File: config.mk
export PLATFORM = sky130hd
export DESIGN_NAME = prefetch_ar_arbiter
export DESIGN_NICKNAME = d
export VERILOG_FILES = /design/src/rtl/prefetch_ar_arbiter.sv
export SDC_FILE = /design/constraint.sdc
export NUM_CORES = 1
export LEC_CHECK = 0
export ABC_AREA = 1
export CAP_MARGIN = 5
export CORE_MARGIN = 2
export CORE_UTILIZATION = 30
export CTS_CLUSTER_DIAMETER = 30
export CTS_CLUSTER_SIZE = 40
export DETAILED_ROUTE_END_ITERATION = 10
export PLACE_DENSITY = 0.64
export SYNTH_ARGS = -nofsm -noshare
export SYNTH_HDL_FRONTEND = slang
export SYNTH_SLANG_ARGS = --single-unit
File: constraint.sdc
create_clock -name clk -period 5.04 [get_ports clk]
set_input_delay 1.26 -clock clk [delete_from_list [all_inputs] [get_ports clk]]
set_output_delay 1.26 -clock clk [all_outputs]
set_load 0.03 [all_outputs]
File: src/rtl/prefetch_ar_arbiter.sv
// Two-requester DDR AR arbiter: demand priority, prefetch starvation guard, prefetch
// outstanding limit, one-entry registered output. Optional grant statistics: PRF_ARB_STATS_EN.
module prefetch_ar_arbiter #(
    parameter int unsigned ADDR_BITS       = 16,
    parameter int unsigned TID_WIDTH       = 8,
    parameter int unsigned BURST_LEN_WIDTH = 8,
    parameter int unsigned LOG_QUEUE_SIZE  = 3,
    parameter int unsigned STARVE_WIDTH    = 4
) (
    input  logic                       clk,
    input  logic                       resetN,
    input  logic                       en,
    input  logic                       flush,
    input  logic                       d_ar_valid,
    output logic                       d_ar_ready,
    input  logic [ADDR_BITS-1:0]       d_ar_addr,
    input  logic [BURST_LEN_WIDTH-1:0] d_ar_len,
    input  logic [TID_WIDTH-1:0]       d_ar_id,
    input  logic                       p_ar_valid,
    output logic                       p_ar_ready,
    input  logic [ADDR_BITS-1:0]       p_ar_addr,
    input  logic [BURST_LEN_WIDTH-1:0] p_ar_len,
    input  logic [TID_WIDTH-1:0]       p_ar_id,
    output logic                       m_ar_valid,
    input  logic                       m_ar_ready,
    output logic [ADDR_BITS-1:0]       m_ar_addr,
    output logic [BURST_LEN_WIDTH-1:0] m_ar_len,
    output logic [TID_WIDTH-1:0]       m_ar_id,
    output logic                       m_ar_is_pr,
    input  logic                       r_done,
    input  logic                       r_done_is_pr,
    input  logic [LOG_QUEUE_SIZE:0]    crs_prOutstandingLimit,
    input  logic [STARVE_WIDTH-1:0]    crs_starveLimit,
    output logic [LOG_QUEUE_SIZE:0]    pr_outstanding,
`ifdef PRF_ARB_STATS_EN
    output logic [15:0]                stat_d_grants,
    output logic [15:0]                stat_p_grants,
`endif
    output logic                       err_underflow
);
    localparam int unsigned CntW = LOG_QUEUE_SIZE + 1;

    logic                       m_valid_q, m_valid_d;
    logic                       m_is_pr_q, m_is_pr_d;
    logic [ADDR_BITS-1:0]       m_addr_q, m_addr_d;
    logic [BURST_LEN_WIDTH-1:0] m_len_q, m_len_d;
    logic [TID_WIDTH-1:0]       m_id_q, m_id_d;
    logic [CntW-1:0]            cnt_q, cnt_d;
    logic                       err_q, err_d;
    logic [STARVE_WIDTH-1:0]    starve_q, starve_d;

    logic            slot_free, p_elig, force_p, can_grant, grant_d, grant_p;
    logic            hs, cnt_inc, cnt_dec;
    logic [CntW:0]   pending;

    always_comb begin
        slot_free = !m_valid_q || m_ar_ready;
        // The held prefetch counts as in flight so the limit can never be overshot.
        pending   = {1'b0, cnt_q} + {{CntW{1'b0}}, m_valid_q && m_is_pr_q};
        p_elig    = p_ar_valid && !flush && (pending < {1'b0, crs_prOutstandingLimit});
        force_p   = (crs_starveLimit != '0) && (starve_q == crs_starveLimit) && p_elig;
        can_grant = resetN && en && slot_free;
        grant_p   = can_grant && (force_p || (!d_ar_valid && p_elig));
        grant_d   = can_grant && !force_p && d_ar_valid;
        hs        = m_valid_q && m_ar_ready;
        cnt_inc   = hs && m_is_pr_q;
        cnt_dec   = r_done && r_done_is_pr;
    end

    always_comb begin
        m_valid_d = m_valid_q;
        m_is_pr_d = m_is_pr_q;
        m_addr_d  = m_addr_q;
        m_len_d   = m_len_q;
        m_id_d    = m_id_q;
        if (grant_d) begin
            m_valid_d = 1'b1;
            m_is_pr_d = 1'b0;
            m_addr_d  = d_ar_addr;
            m_len_d   = d_ar_len;
            m_id_d    = d_ar_id;
        end else if (grant_p) begin
            m_valid_d = 1'b1;
            m_is_pr_d = 1'b1;
            m_addr_d  = p_ar_addr;
            m_len_d   = p_ar_len;
            m_id_d    = p_ar_id;
        end else if (hs) begin
            m_valid_d = 1'b0;
            m_is_pr_d = 1'b0;
        end
    end

    always_comb begin
        cnt_d = cnt_q;
        err_d = err_q;
        if (cnt_inc && !cnt_dec) begin
            if (cnt_q != '1) cnt_d = cnt_q + 1'b1;
        end else if (cnt_dec && !cnt_inc) begin
            if (cnt_q == '0) err_d = 1'b1;
            else             cnt_d = cnt_q - 1'b1;
        end
    end

    always_comb begin
        starve_d = starve_q;
        if (grant_p) starve_d = '0;
        else if (grant_d && p_elig && starve_q != '1) starve_d = starve_q + 1'b1;
    end

    always_ff @(posedge clk or negedge resetN) begin
        if (!resetN) begin
            m_valid_q <= 1'b0;
            m_is_pr_q <= 1'b0;
            m_addr_q  <= '0;
            m_len_q   <= '0;
            m_id_q    <= '0;
            cnt_q     <= '0;
            err_q     <= 1'b0;
            starve_q  <= '0;
        end else begin
            m_valid_q <= m_valid_d;
            m_is_pr_q <= m_is_pr_d;
            m_addr_q  <= m_addr_d;
            m_len_q   <= m_len_d;
            m_id_q    <= m_id_d;
            cnt_q     <= cnt_d;
            err_q     <= err_d;
            starve_q  <= starve_d;
        end
    end

`ifdef PRF_ARB_STATS_EN
    logic [15:0] stat_d_q, stat_p_q;

    always_ff @(posedge clk or negedge resetN) begin
        if (!resetN) begin
            stat_d_q <= '0;
            stat_p_q <= '0;
        end else if (hs) begin
            if (m_is_pr_q && stat_p_q != '1)       stat_p_q <= stat_p_q + 1'b1;
            else if (!m_is_pr_q && stat_d_q != '1) stat_d_q <= stat_d_q + 1'b1;
        end
    end

    assign stat_d_grants = stat_d_q;
    assign stat_p_grants = stat_p_q;
`endif

    assign d_ar_ready     = grant_d;
    assign p_ar_ready     = grant_p;
    assign m_ar_valid     = m_valid_q;
    assign m_ar_is_pr     = m_is_pr_q;
    assign m_ar_addr      = m_addr_q;
    assign m_ar_len       = m_len_q;
    assign m_ar_id        = m_id_q;
    assign pr_outstanding = cnt_q;
    assign err_underflow  = err_q;

endmodule
==> run summary, run 1 <==
Status: completed
CTS tree: built
Setup bufs post-CTS: 0
Crit path capture type: primary output
Multi-input logic area: 1190 sq um
CTS Buf Count: 5
Synthesis-to-finish area growth: 56.1%
Largest net degree at the start of global routing: 44
Total core area: 8180 sq um
Int Power: 0.973 mW
Most frequent cells in the layout: clkdlybuf4s50_1 (118), nand3_1 (112), nand2_1 (65)
Post-CTS Hold Buffers: 0
Syn. warnings: 0
Fmax: 242 MHz
Die W: 95.4 um
Max cap viols: 0
DR iter-0 viols: 109
First-pass GRT wire length: 11900 um
H-tree Lvls: 2
First drt pass iteration count: 5
Switch share: 38.7%
Netlist Area Pre-Place: 2510 sq um
Synth Instances: 320
Final slew viol count: 0
Ant. Diodes: 0
Total gr overflow: 0
WL/cell: 13.6 um
Synth cell types: 25
Clock share of power: 20.3%
Syn Nets: 412
Final hold viol count: 0
Starting density of the core: 30.7%
Pwr/cell area: 405 nW/um^2
Number of global-route vias before repair: 2548
Setup crit start kind: primary input
Input/output buffers: 121
Num Clock Sinks: 43
Hold Crit Depth: 1
Placed Cells: 536
Final setup viols: 0
Power, Total: 1.59 mW
Logic pwr share: 46.3%
Critical path type: primary input to primary output
Post-layout util: 47.9%
Die height: 95.4 um
Post-CTS Resized: 0
Most common cell after layout, fill and taps aside: clkdlybuf4s50_1
# rows: 33
Overall routing resource usage: 16.6%
Sequential share of power: 33.4%
Drt drc: 0
Area of the die: 9110 sq um
Crit share post-route: 82.1%
Peak VDD IR: 149 uV
Slew margin rel.: 62.7%
Final-stage net count: 530
Clk Tree Root Cell: clkbuf_8
Synth Register Bits: 43
FILL cells: 814
Worst-path fanout max: 3
Clk slew on worst S/H paths: 0.08 ns
CP required: 3.78 ns
Place WS: 0.893 ns
Syn Area/Cell: 7.84 sq um
Via Count: 2591
Worst EP arrival: 2.88 ns
Avg Vias per Cell: 4.76
RSZ-0062 raised after global routing: no
Global placement routability congestion: 0.783
Fin crit period: 4.14 ns
WL final: 7380 um
Initial antenna violation count: 0
Layout cells sized above 1: 5.92%
Switching power: 0.614 mW
Clk_skew: 0.00609 ns
Worst min path class: flip-flop to flip-flop
Register area share after synthesis: 42.9%
Register area: 1080 sq um
Dpl hpwl: 5190 um
Final cell count without fillers: 544
Sum of negative setup slack: 0 ns
Min setup slack post-route: 0.904 ns
Leak: 1.83 nW
Worst R2R Path Depth: 16
Top-Level Pins: 122
Tightest Pin Transition: 0.559 ns
Post-DRT Antenna Nets: 0
CTS max path bufs: 2
Clk Latency, worst-skew pair: 0.30 ns
## power by group through the flow
| stage | sequential [mW] | clock, mW | combinational [mW] |
|---|---|---|---|
| 3_3_place_gp | 0.532 | 0 | 0.737 |
| 6_report | 0.531 | 0.323 | 0.734 |
| 3_5_place_dp | 0.536 | 0 | 0.738 |
| 2_1_floorplan | 0.711 | 0 | 0.239 |
| 5_1_grt | 0.548 | 0.342 | 0.806 |
| 4_1_cts | 0.532 | 0.332 | 0.743 |
## synth_stat cells
cell      instances  area share [%]
nand3_1         112              22
nand2_1          65             9.7
dfrtp_1          43              43
inv_1            34             5.1
ha_1             10             5.0
nor2_1            8             1.2
buf_2             7             1.4
xor2_1            7             2.4
nand4_1           5             1.2
o21ai_0           4            0.80
buf_4             3            0.90
buf_6             3             1.3
clkbuf_1          3            0.45
nand3_2           3             1.2
a21oi_1           2            0.40
nor2_2            2            0.50
clkinv_2          1            0.20
fa_1              1            0.80
inv_2             1            0.15
nand2_2           1            0.25
nand2_4           1            0.45
nor3_1            1            0.20
nor3_2            1            0.40
o21bai_1          1            0.30
xnor2_1           1            0.35
## through the flow
stage               cell area (sq um)  hold WS (ns)
finish                           3920         0.499
global route                     3920         0.543
CTS                              3920         0.500
detailed placement               3780         0.468
global placement                 3780         0.465
floorplan                        2510         0.536
## path summary, 6_finish.rpt
check	slack [ns]	to	start
hold reg to reg	0.50	err_underflow$_DFFE_PN0P_	err_underflow$_DFFE_PN0P_
max in group asynchronous	3.59	m_ar_id[5]$_DFFE_PN0P_	resetN
setup / recovery	0.90	d_ar_ready	crs_prOutstandingLimit[2]
hold / removal	0.50	err_underflow$_DFFE_PN0P_	err_underflow$_DFFE_PN0P_
setup reg to reg	2.37	m_ar_id[6]$_DFFE_PN0P_	m_ar_valid$_DFFE_PN0P_
min in group asynchronous	1.06	m_ar_addr[1]$_DFFE_PN0P_	resetN
## cell type report
class | count | share of cell area [%]
sequential | 43 | 27.5
clock buffer | 6 | 1.85
tap | 105 | 3.35
multi-input combinational | 225 | 30.5
timing repair buffer | 127 | 31.8
inverter | 36 | 3.48
clock inverter | 2 | 1.53
## registers in the layout (all words and copies together) (netlist names)
name            flops
m_ar_is_pr          1
pr_outstanding      4
starve_q            4
m_ar_id             8
m_ar_len            8
m_ar_addr          16
m_ar_valid          1
err_underflow       1
## critical path: stages
cell,delay (ns)
clkdlybuf4s50_1,0.45
inv_1,0.04
ha_1,0.29
nand2_1,0.07
nand2_1,0.06
nand3_2,0.06
nand3_1,0.09
nor2_2,0.17
nand2_2,0.10
nand2_4,0.07
inv_1,0.05
buf_4,0.16
## layer usage
metal  global-route usage [%]  share of wire [%]  up-vias
met5                        0                  0        -
met4                     3.57               0.85        0
met3                     5.30                8.5        5
met2                     28.3                 48       91
met1                     20.4                 43     1205
li1                         -                  -     1290
## cell families after synthesis
family | Yosys count | share of synthesized area (%)
AO/OA/AOI/OAI | 7 | 1.50
XOR/XNOR | 8 | 2.79
buffers and inverters | 52 | 9.53
adder cells (fa/ha/maj) | 11 | 5.79
flip-flops | 43 | 42.9
AND/OR/NAND/NOR | 199 | 37.5
(Power assumes the default switching activity.)
==> run 2, diff against run 1 <==
Clock period 5.04 ns to 3.87 ns, I/O delays scaled along.
==> run 2 against run 1 <==
Register-to-register slack got worse by 1.2 ns. Global-route usage rose by 0.27 points. Cell area fell by 0.67%. Die area did not move. Core utilization fell by 0.32 points. Total power rose by 25%. Clock power rose by 6.8%. Final cell count fell by 0.18%. Flip-flop and latch count did not move. Wire length fell by 1.0%. Largest cell class unchanged. Highest routed layer unchanged.
==> run summary, run 2 (synthesis gave the netlist of run 1 again) <==
CTS tree: built
Pwr/cell area: 512 nW/um^2
FILL cells: 805
FF-to-FF Start: m_ar_valid$_DFFE_PN0P_
Clk slew on worst S/H paths: 0.08 ns
Die W: 95.4 um
Most frequent cells in the layout: clkdlybuf4s50_1 (118), nand3_1 (112), nand2_1 (65)
Most common cell after layout, fill and taps aside: clkdlybuf4s50_1
Worst-path cell chain: clkdlybuf4s50_1, inv_1, ha_1, nand2_1, nand2_1, nand3_2, nand3_1, nor2_2, nand2_2, nand2_4, inv_1, buf_4
Leak: 1.81 nW
Overall routing resource usage: 16.8%
Place WS: 0.302 ns
Clk Latency, worst-skew pair: 0.29 ns
Crit path capture type: primary output
Layout cells sized above 1: 5.94%
Avg Vias per Cell: 4.71
Drt drc: 0
Crit share post-route: 91.9%
Post-layout util: 47.6%
Status: completed
Clk_skew: 0.00712 ns
Worst min path class: flip-flop to flip-flop
First-pass GRT wire length: 12100 um
Total core area: 8180 sq um
Initial antenna violation count: 0
Peak VDD IR: 184 uV
Dpl hpwl: 5210 um
Slowest stage delay, CP: 0.46 ns
Worst EP arrival: 2.59 ns
Post-DRT Antenna Nets: 0
WL final: 7300 um
Slowest cell on crit path: clkdlybuf4s50_1
CP required: 2.90 ns
CTS max path bufs: 2
Final cell count without fillers: 543
Final hold viol count: 0
Number of global-route vias before repair: 2566
First drt pass iteration count: 4
# rows: 33
Flop2flop setup slack: 1.20 ns
Ant. Diodes: 0
Post-CTS Resized: 0
Area of the die: 9110 sq um
Worst R2R Path Depth: 16
Max cap viols: 0
Synthesis-to-finish area growth: 55.1%
RSZ-0062 raised after global routing: no
Setup bufs post-CTS: 0
Clk Tree Root Cell: clkbuf_8
CTS Buf Count: 5
Largest net degree at the start of global routing: 44
Min setup slack post-route: 0.314 ns
Final setup viols: 0
Input/output buffers: 121
WL/cell: 13.5 um
Die height: 95.4 um
Critical path type: primary input to primary output
Final slew viol count: 0
Post-CTS Hold Buffers: 0
FF-to-FF End: m_ar_id[6]$_DFFE_PN0P_
Num Clock Sinks: 43
Max FFs per register: 16
Fmax: 281 MHz
Starting density of the core: 30.7%
Placed Cells: 536
Final-stage net count: 530
Fin crit period: 3.56 ns
Top-Level Pins: 122
Slew margin rel.: 62.6%
Power, Total: 1.99 mW
Tightest Pin Transition: 0.561 ns
Total gr overflow: 0
Worst-path fanout max: 3
Global placement routability congestion: 0.784
DR iter-0 viols: 115
Setup crit start kind: primary input
Via Count: 2558
H-tree Lvls: 2
Sum of negative setup slack: 0 ns
Critical path origin: crs_prOutstandingLimit[2]
Crit path to: d_ar_ready
[run 2: changes by cell type in the layout (fill, tap and decap cells not counted)]
cell        change
clkbuf_1        -1
bufinv_16       -1
clkinvlp_4      +1
[run 2: stage by stage]
step / hold slack (ns) / area (sq um)
floorplan: 0.536 / 2510
global placement: 0.464 / 3780
detailed placement: 0.468 / 3780
CTS: 0.501 / 3890
global route: 0.542 / 3890
finish: 0.499 / 3890
[run 2: per-layer routing]
layer | part of all wire (%) | wire length [um] | track usage, % | vias up
li1 | - | - | - | 1286
met5 | 0 | 0 | 0 | -
met3 | 8.2 | 600 | 5.69 | 4
met4 | 0.79 | 58 | 3.81 | 0
met2 | 48 | 3510 | 28.5 | 79
met1 | 43 | 3130 | 20.8 | 1189
[run 2: layout make-up]
| type | instances | area, sq um | share of cell area [%] |
|---|---|---|---|
| Multi-Input combinational cell | 225 | 1190 | 30.7 |
| Clock buffer | 5 | 68.8 | 1.77 |
| Tap cell | 105 | 131 | 3.38 |
| Inverter | 36 | 136 | 3.51 |
| Sequential cell | 43 | 1080 | 27.7 |
| Timing Repair Buffer | 127 | 1250 | 32.0 |
| Clock inverter | 2 | 37.5 | 0.965 |
[run 2: worst min-delay path by stage]
stage | from | end | cells past startpoint
after floorplan | starve_q[1]$_DFFE_PN0P_ | starve_q[1]$_DFFE_PN0P_ | 2
after global placement | err_underflow$_DFFE_PN0P_ | err_underflow$_DFFE_PN0P_ | 1
after detailed placement | err_underflow$_DFFE_PN0P_ | err_underflow$_DFFE_PN0P_ | 1
after CTS | err_underflow$_DFFE_PN0P_ | err_underflow$_DFFE_PN0P_ | 1
after global routing | m_ar_addr[8]$_DFFE_PN0P_ | m_ar_addr[8]$_DFFE_PN0P_ | 2
final | err_underflow$_DFFE_PN0P_ | err_underflow$_DFFE_PN0P_ | 1
[run 2: power by group]
group,switching (mW),leakage [nW],internal [mW]
registers,0.109,0.538,0.579
logic,0.527,1.22,0.431
clock network,0.157,0.0502,0.189
total,0.792,1.81,1.20
[run 2: worst max-delay path, delay by kind of cell]
kind                       cells  cell delay, ns
buffers and inverters          4            0.71
and+or+nand+nor                7            0.63
adders and majority gates      1            0.29
